<file path="config.mk">
export PLATFORM = sky130hd
export DESIGN_NAME = pc_gen_flat
export DESIGN_NICKNAME = d
export VERILOG_FILES = /design/src/rtl/pc_gen_pkg.sv /design/src/rtl/pc_gen_if.sv /design/src/rtl/pc_ras.sv /design/src/rtl/pc_gen.sv /design/src/flat_wrapper.sv
export SDC_FILE = /design/constraint.sdc
export NUM_CORES = 1
export LEC_CHECK = 0
export ABC_AREA = 1
export BUFFER_PORTS_ARGS = -buffer_cell sky130_fd_sc_hd__buf_4
export CORE_UTILIZATION = 50
export DETAILED_ROUTE_END_ITERATION = 8
export PLACE_DENSITY = 0.83
export SKIP_LAST_GASP = 1
export SLEW_MARGIN = 0
export SYNTH_ARGS = -nofsm -noshare
export SYNTH_HDL_FRONTEND = slang
export SYNTH_SLANG_ARGS = --single-unit
</file>
<file path="constraint.sdc">
create_clock -name clk -period 4.15 [get_ports clk]
set_clock_uncertainty 0.15 [all_clocks]
set_input_delay 0.6225 -clock clk [delete_from_list [all_inputs] [get_ports clk]]
set_output_delay 0.6225 -clock clk [all_outputs]
set_load 0.01 [all_outputs]
</file>
<file path="src/rtl/pc_gen_pkg.sv">
// pc_gen shared constants: npc_src encodings and default vectors.
// Optional alignment check is enabled by PC_GEN_ALIGN_CHK_EN.
package pc_gen_pkg;

   localparam logic [2:0] NPC_SEQ  = 3'b000;
   localparam logic [2:0] NPC_BR   = 3'b001;
   localparam logic [2:0] NPC_J    = 3'b010;
   localparam logic [2:0] NPC_JR   = 3'b011;
   localparam logic [2:0] NPC_JAL  = 3'b100;
   localparam logic [2:0] NPC_JRRA = 3'b101;
   localparam logic [2:0] NPC_ERET = 3'b110;
   localparam logic [2:0] NPC_RSVD = 3'b111;

   localparam logic [31:0] RESET_PC_DEF = 32'hBFC0_0000;
   localparam logic [31:0] EXC_VEC_DEF  = 32'h8000_0180;

endpackage

</file>
<file path="src/rtl/pc_gen_if.sv">
// Redirect controls in, fetch PC state out, for pc_gen.
// adel exists only when PC_GEN_ALIGN_CHK_EN is defined.
interface pc_gen_if;

   logic        stall;
   logic [2:0]  npc_src;
   logic [31:0] imm;
   logic [25:0] jaddr;
   logic [31:0] raddr;
   logic        exc_req;
   logic [31:0] pc;
   logic [31:0] pc_4;
   logic [31:0] npc;
   logic [31:0] epc;
   logic [31:0] ras_top;
   logic        ras_valid;
   logic        ras_mispredict;
`ifdef PC_GEN_ALIGN_CHK_EN
   logic        adel;
`endif

   modport master (
      output stall, npc_src, imm, jaddr, raddr, exc_req,
`ifdef PC_GEN_ALIGN_CHK_EN
      input  adel,
`endif
      input  pc, pc_4, npc, epc,
      input  ras_top, ras_valid, ras_mispredict
   );

   modport slave (
      input  stall, npc_src, imm, jaddr, raddr, exc_req,
`ifdef PC_GEN_ALIGN_CHK_EN
      output adel,
`endif
      output pc, pc_4, npc, epc,
      output ras_top, ras_valid, ras_mispredict
   );

endinterface

</file>
<file path="src/rtl/pc_ras.sv">
// Circular return-address stack; a push when full overwrites the oldest entry.
module pc_ras #(
   parameter int DEPTH = 4
) (
   input  logic        clk,
   input  logic        rst_n,
   input  logic        push,
   input  logic        pop,
   input  logic [31:0] push_data,
   output logic [31:0] top,
   output logic        valid
);

   localparam int AW = $clog2(DEPTH);

   logic [31:0]   mem [DEPTH];
   logic [AW-1:0] wr_ptr;
   logic [AW-1:0] rd_ptr;
   logic [AW:0]   cnt;

   assign rd_ptr = wr_ptr - AW'(1);
   assign valid  = (cnt != '0);
   assign top    = valid ? mem[rd_ptr] : '0;

   always_ff @(posedge clk) begin
      if (push)
         mem[wr_ptr] <= push_data;
   end

   always_ff @(posedge clk) begin
      if (!rst_n) begin
         wr_ptr <= '0;
         cnt    <= '0;
      end else if (push) begin
         wr_ptr <= wr_ptr + AW'(1);
         if (cnt != (AW+1)'(DEPTH))
            cnt <= cnt + 1'b1;
      end else if (pop && valid) begin
         wr_ptr <= rd_ptr;
         cnt    <= cnt - 1'b1;
      end
   end

endmodule

</file>
<file path="src/rtl/pc_gen.sv">
// Fetch PC generator: PC/EPC registers, next-PC select and RAS.
// Define PC_GEN_ALIGN_CHK_EN to trap misaligned register/eret targets.
module pc_gen
   import pc_gen_pkg::*;
#(
   parameter logic [31:0] RESET_PC  = RESET_PC_DEF,
   parameter logic [31:0] EXC_VEC   = EXC_VEC_DEF,
   parameter int          RAS_DEPTH = 4
) (
   input logic     clk,
   input logic     rst_n,
   pc_gen_if.slave bus
);

   logic [31:0] pc_q;
   logic [31:0] epc_q;
   logic [31:0] pc_4;
   logic [31:0] br_tgt;
   logic [31:0] j_tgt;
   logic [31:0] tgt;
   logic [31:0] npc;
   logic        upd;
   logic        push;
   logic        pop;
   logic [31:0] ras_top;
   logic        ras_valid;
   logic        misalign;
   logic        unused_imm;

   assign unused_imm = ^bus.imm[31:30];

   assign pc_4   = pc_q + 32'd4;
   assign br_tgt = pc_4 + {bus.imm[29:0], 2'b00};
   assign j_tgt  = {pc_4[31:28], bus.jaddr, 2'b00};

   always_comb begin
      tgt = pc_4;
      unique case (bus.npc_src)
         NPC_SEQ:  tgt = pc_4;
         NPC_BR:   tgt = br_tgt;
         NPC_J:    tgt = j_tgt;
         NPC_JR:   tgt = bus.raddr;
         NPC_JAL:  tgt = j_tgt;
         NPC_JRRA: tgt = bus.raddr;
         NPC_ERET: tgt = epc_q;
         NPC_RSVD: tgt = EXC_VEC;
      endcase
   end

`ifdef PC_GEN_ALIGN_CHK_EN
   assign misalign = !bus.exc_req && (tgt[1:0] != 2'b00) &&
                     (bus.npc_src == NPC_JR ||
                      bus.npc_src == NPC_JRRA ||
                      bus.npc_src == NPC_ERET);
   assign bus.adel = misalign;
`else
   assign misalign = 1'b0;
`endif

   assign npc = (bus.exc_req || misalign) ? EXC_VEC : tgt;

   // RAS only moves on an edge that actually advances the PC
   assign upd  = !bus.stall && !bus.exc_req;
   assign push = upd && (bus.npc_src == NPC_JAL);
   assign pop  = upd && (bus.npc_src == NPC_JRRA);

   pc_ras #(.DEPTH(RAS_DEPTH)) u_ras (
      .clk       (clk),
      .rst_n     (rst_n),
      .push      (push),
      .pop       (pop),
      .push_data (pc_q + 32'd8),
      .top       (ras_top),
      .valid     (ras_valid)
   );

   always_ff @(posedge clk) begin
      if (!rst_n) begin
         pc_q  <= RESET_PC;
         epc_q <= '0;
      end else if (bus.exc_req) begin
         pc_q  <= EXC_VEC;
         epc_q <= pc_q;
      end else if (!bus.stall) begin
         pc_q <= npc;
         if (misalign)
            epc_q <= tgt;
      end
   end

   assign bus.pc             = pc_q;
   assign bus.pc_4           = pc_4;
   assign bus.npc            = npc;
   assign bus.epc            = epc_q;
   assign bus.ras_top        = ras_top;
   assign bus.ras_valid      = ras_valid;
   assign bus.ras_mispredict = pop && (!ras_valid || ras_top != bus.raddr);

endmodule

</file>
<file path="src/flat_wrapper.sv">
// flat-port wrapper written by rule: the top's interface ports become plain ports
module pc_gen_flat import pc_gen_pkg::*;
#(
   parameter logic [31:0] RESET_PC  = RESET_PC_DEF,
   parameter logic [31:0] EXC_VEC   = EXC_VEC_DEF,
   parameter int          RAS_DEPTH = 4
)
  (clk, rst_n, bus_stall, bus_npc_src, bus_imm, bus_jaddr, bus_raddr, bus_exc_req, bus_pc, bus_pc_4, bus_npc, bus_epc, bus_ras_top, bus_ras_valid, bus_ras_mispredict);
  pc_gen_if bus_i ();
  input logic clk;
  input logic rst_n;
  input wire logic [$bits(bus_i.stall)-1:0] bus_stall;
  input wire logic [$bits(bus_i.npc_src)-1:0] bus_npc_src;
  input wire logic [$bits(bus_i.imm)-1:0] bus_imm;
  input wire logic [$bits(bus_i.jaddr)-1:0] bus_jaddr;
  input wire logic [$bits(bus_i.raddr)-1:0] bus_raddr;
  input wire logic [$bits(bus_i.exc_req)-1:0] bus_exc_req;
  output wire logic [$bits(bus_i.pc)-1:0] bus_pc;
  output wire logic [$bits(bus_i.pc_4)-1:0] bus_pc_4;
  output wire logic [$bits(bus_i.npc)-1:0] bus_npc;
  output wire logic [$bits(bus_i.epc)-1:0] bus_epc;
  output wire logic [$bits(bus_i.ras_top)-1:0] bus_ras_top;
  output wire logic [$bits(bus_i.ras_valid)-1:0] bus_ras_valid;
  output wire logic [$bits(bus_i.ras_mispredict)-1:0] bus_ras_mispredict;
  assign bus_i.stall = bus_stall;
  assign bus_i.npc_src = bus_npc_src;
  assign bus_i.imm = bus_imm;
  assign bus_i.jaddr = bus_jaddr;
  assign bus_i.raddr = bus_raddr;
  assign bus_i.exc_req = bus_exc_req;
  assign bus_pc = bus_i.pc;
  assign bus_pc_4 = bus_i.pc_4;
  assign bus_npc = bus_i.npc;
  assign bus_epc = bus_i.epc;
  assign bus_ras_top = bus_i.ras_top;
  assign bus_ras_valid = bus_i.ras_valid;
  assign bus_ras_mispredict = bus_i.ras_mispredict;
  pc_gen #(.RESET_PC(RESET_PC), .EXC_VEC(EXC_VEC), .RAS_DEPTH(RAS_DEPTH)) u_core (.clk(clk), .rst_n(rst_n), .bus(bus_i));
endmodule
</file>
==> metrics.log <==
[metrics] outcome: finished with violations
[metrics] violated checks: setup timing
[metrics] power density cells: approximately 290 nW/µm²
[metrics] share of the yosys chip area belonging to registers: 40.38%
[metrics] post-layout power: 5221 µW
[metrics] Final period util: 102.7%
[metrics] Die Outline Area: 26530 µm²
[metrics] clock slew at the register clock pins of the worst setup and hold paths: 0.08 ns
[metrics] die width: approximately 160 µm
[metrics] worst path required time: 3.38 ns
[metrics] fraction of layout instances using a drive strength above 1: between 30% and 40%
[metrics] Layout fillers: 1935
[metrics] TritonCTS clock tree: yes
[metrics] number of diodes: 0
[metrics] top flip-flop cell by instance count after synthesis: sky130_fd_sc_hd__edfxtp_1
[metrics] post-placement cell area: 15940 µm²
[metrics] achievable frequency: 234.7 MHz
[metrics] RSZ-0062 raised after global routing: true
[metrics] die height: 162.9 µm
[metrics] core area: 25250 µm²
[metrics] Slew Viols, Final: 0
[metrics] FFs w/ async S/R, synth: 0%
[metrics] total via count after detailed routing: 14450
[metrics] distinct cell type count of the synthesized netlist: 46
[metrics] largest buffer count on any clock path: 2
[metrics] core occupancy in the finished layout: 72.39%
[metrics] sequential cell area in the final layout: around 5300 µm²
[metrics] count of port buffers added during placement: 256
[metrics] yosys synthesis warning count: 0
[metrics] maximum net fanout on the critical path: 5
[metrics] number of enable flip-flop cells after synthesis: 128
[metrics] vias in the first global route: 13500
[metrics] commonest non-fill, non-tap cell in the layout: sky130_fd_sc_hd__buf_4
[metrics] total number of nets in the final design: 2349
[metrics] Tightest Hold Check Type: register to register
[metrics] initial cell density of the core: between 50% and 60%
[metrics] worst slack at placement: -0.03561 ns
[metrics] kind of end point of the critical path: primary output
[metrics] Critical Setup Path Class: register to primary output
[metrics] leakage component of the power: approximately 0.0087 µW
[metrics] Mapped Area: 12940 µm²
[metrics] Avg Vias per Cell: 5.654
[metrics] global routing usage summed across all routing layers: between 30 and 40%
[metrics] first-pass GRT wire length: between 70000 and 80000 µm
[metrics] Site Rows: 58
[metrics] TritonRoute pass-1 iters: 8
[metrics] Clock H-tree levels: 4
[metrics] maximum vdd ir drop: approximately 0.31 mV
[metrics] footprint of the multi-input gates: 7600 µm²
[metrics] clk sink count: 197
[metrics] placed wire-length estimate: 38290 µm
[metrics] number of register bits inferred by synthesis: 197
[metrics] count of boundary I/O pins: 259
[metrics] Root Driver: sky130_fd_sc_hd__clkbuf_16
[metrics] number of cells produced by synthesis: 1814
[metrics] headroom to the max-slew limit: between 40% and 50%
[metrics] total nets after synthesis: 1951
[metrics] grt total ovfl: 0
[metrics] hold slack final: 0.3683 ns
[metrics] post-synthesis area per instance: 7.133 µm²
[metrics] total wire length: 51450 µm
[metrics] number of violations reported at the end of detailed-routing iteration 0: 1748
[metrics] global placer's final weighted congestion: 1.047
[metrics] final setup fails: 18
[metrics] leading cell types in the layout, fill and taps excluded: sky130_fd_sc_hd__buf_4, sky130_fd_sc_hd__nand2_1, sky130_fd_sc_hd__nor2_1
[metrics] Area Growth Syn to Fin: 41.30%
[metrics] maximum number of pins on one net before global-route repair: 69
[metrics] number of antenna violations at the first check in global routing: 0
[metrics] post-route antenna net violation count: 0
[metrics] finished layout cell area: 18280 µm²
[metrics] MaxCap Viol Count: 0
[metrics] worst-case setup margin in the final layout: -0.1102 ns
[metrics] hold violation total from the final report: 0
[metrics] measured slew at the worst slew-check pin: 0.8140 ns
[metrics] crit path time final: 4.260 ns
[metrics] clock latency at the later pin of the worst-skew pair: 0.45 ns
[metrics] arrival time of the worst setup path: 3.49 ns
[metrics] DRC Markers: 0
[metrics] WL/cell: 20.14 µm
[metrics] critical path startpoint category: register
[metrics] CTS buffer count: 17
[stage by stage]
| stage | instances | TNS [ns] |
|---|---|---|
| 3_5_place_dp | 2464 | -0.08852 |
| 6_report | 2555 | -1.008 |
| 3_3_place_gp | 2464 | -0.002560 |
| 4_1_cts | 2537 | -0.1291 |
| 5_1_grt | 2555 | -3.794 |
| 2_1_floorplan | 1814 | 0 |
[cell type report]
| type | count | share of cell area, % |
|---|---|---|
| multi-input cells | 1301 | 41.57 |
| clock buffers | 19 | 2.484 |
| flip-flops and latches | 197 | 28.85 |
| repair buffers | 453 | 18.94 |
| well taps | 330 | 2.258 |
| clock inverters | 13 | 0.9034 |
| inverters | 242 | 4.996 |
[synth_stat cells (15+ instances only)]
master                       n  area share (%)
sky130_fd_sc_hd__dfxtp_1    69              11
sky130_fd_sc_hd__xor2_1     45             3.0
sky130_fd_sc_hd__clkbuf_1   26            0.75
sky130_fd_sc_hd__inv_1     231             6.7
sky130_fd_sc_hd__nand4_1    15            0.73
sky130_fd_sc_hd__edfxtp_1  128              30
sky130_fd_sc_hd__buf_2      29             1.1
sky130_fd_sc_hd__nand2_1   471              14
sky130_fd_sc_hd__nand3_1   110             4.3
sky130_fd_sc_hd__a21oi_1   101             3.9
sky130_fd_sc_hd__ha_1       38             3.7
sky130_fd_sc_hd__nor2_1    243             7.0
sky130_fd_sc_hd__o21ai_0   153             5.9
[path summary, 6_finish.rpt]
path | end | startpoint | cells past startpoint | slack, ns
max reg2reg | u_core.bus.pc[31] | u_core.bus.pc[9] | 23 | 0.71
min | u_core.u_ras.cnt[2] | u_core.u_ras.cnt[2] | 2 | 0.37
max | bus_npc[16] | u_core.bus.pc[9] | 23 | -0.11
min reg2reg | u_core.u_ras.cnt[2] | u_core.u_ras.cnt[2] | 2 | 0.37
[logic make-up (layout without fill, tap and decap cells)]
group,after synthesis,in the layout,synth area share (%)
and+or+nand+nor,897,897,28.91
buffers and inverters,316,727,10.03
AOI/OAI and AO/OA,315,315,13.37
DFF,197,197,40.38
xor gates and xnor gates,49,49,3.317
adders and majority gates,40,40,3.984
[per-layer routing]
metal  wire length [µm]  part of all wire (%)  track usage, %  vias up
li1                   -                     -               -     6687
met1              20150                    39           50.14     6695
met2              23740                    46           62.15      909
met3               5206                    10           4.813      156
met4               2353                   4.6           16.61        0
met5                  0                     0               0        -
[critical path: stages (launching register included)]
cell	delay (ns)
sky130_fd_sc_hd__dfxtp_2	0.35
sky130_fd_sc_hd__buf_4	0.16
sky130_fd_sc_hd__nand4_1	0.12
sky130_fd_sc_hd__buf_4	0.17
sky130_fd_sc_hd__nor2_4	0.06
sky130_fd_sc_hd__nand2_1	0.10
sky130_fd_sc_hd__nand2_2	0.09
sky130_fd_sc_hd__buf_4	0.14
sky130_fd_sc_hd__buf_4	0.12
sky130_fd_sc_hd__buf_4	0.12
sky130_fd_sc_hd__buf_4	0.12
sky130_fd_sc_hd__buf_4	0.12
sky130_fd_sc_hd__buf_4	0.12
sky130_fd_sc_hd__buf_4	0.12
sky130_fd_sc_hd__buf_4	0.12
sky130_fd_sc_hd__buf_4	0.12
sky130_fd_sc_hd__buf_4	0.13
sky130_fd_sc_hd__buf_4	0.12
sky130_fd_sc_hd__buf_4	0.12
sky130_fd_sc_hd__buf_4	0.12
sky130_fd_sc_hd__nand3_1	0.07
sky130_fd_sc_hd__nand3_2	0.09
sky130_fd_sc_hd__inv_2	0.13
sky130_fd_sc_hd__buf_4	0.12
[power by group]
part | internal, µW | leakage [µW] | switching, µW | total, µW
registers | 2120 | 0.00175 | 45.0 | 2170
clock network | 899 | 0.000295 | 805 | 1700
logic | 554 | 0.00665 | 795 | 1350
[state kept, by name (all words and copies together), names as in the netlist]
register,count
u_core.u_ras.cnt,3
u_core.u_ras.wr_ptr,2
u_core.u_ras.mem,128
u_core.bus.epc,32
u_core.bus.pc,32
[timing repair]
item,CTS,global route
resized for setup,212,113
endpoints found under the setup margin,26,25
gates cloned,0,0
setup buffers,41,19
hold buffers,0,0
pin swaps,68,68
Note: power is estimated with default switching activity, not from simulation.
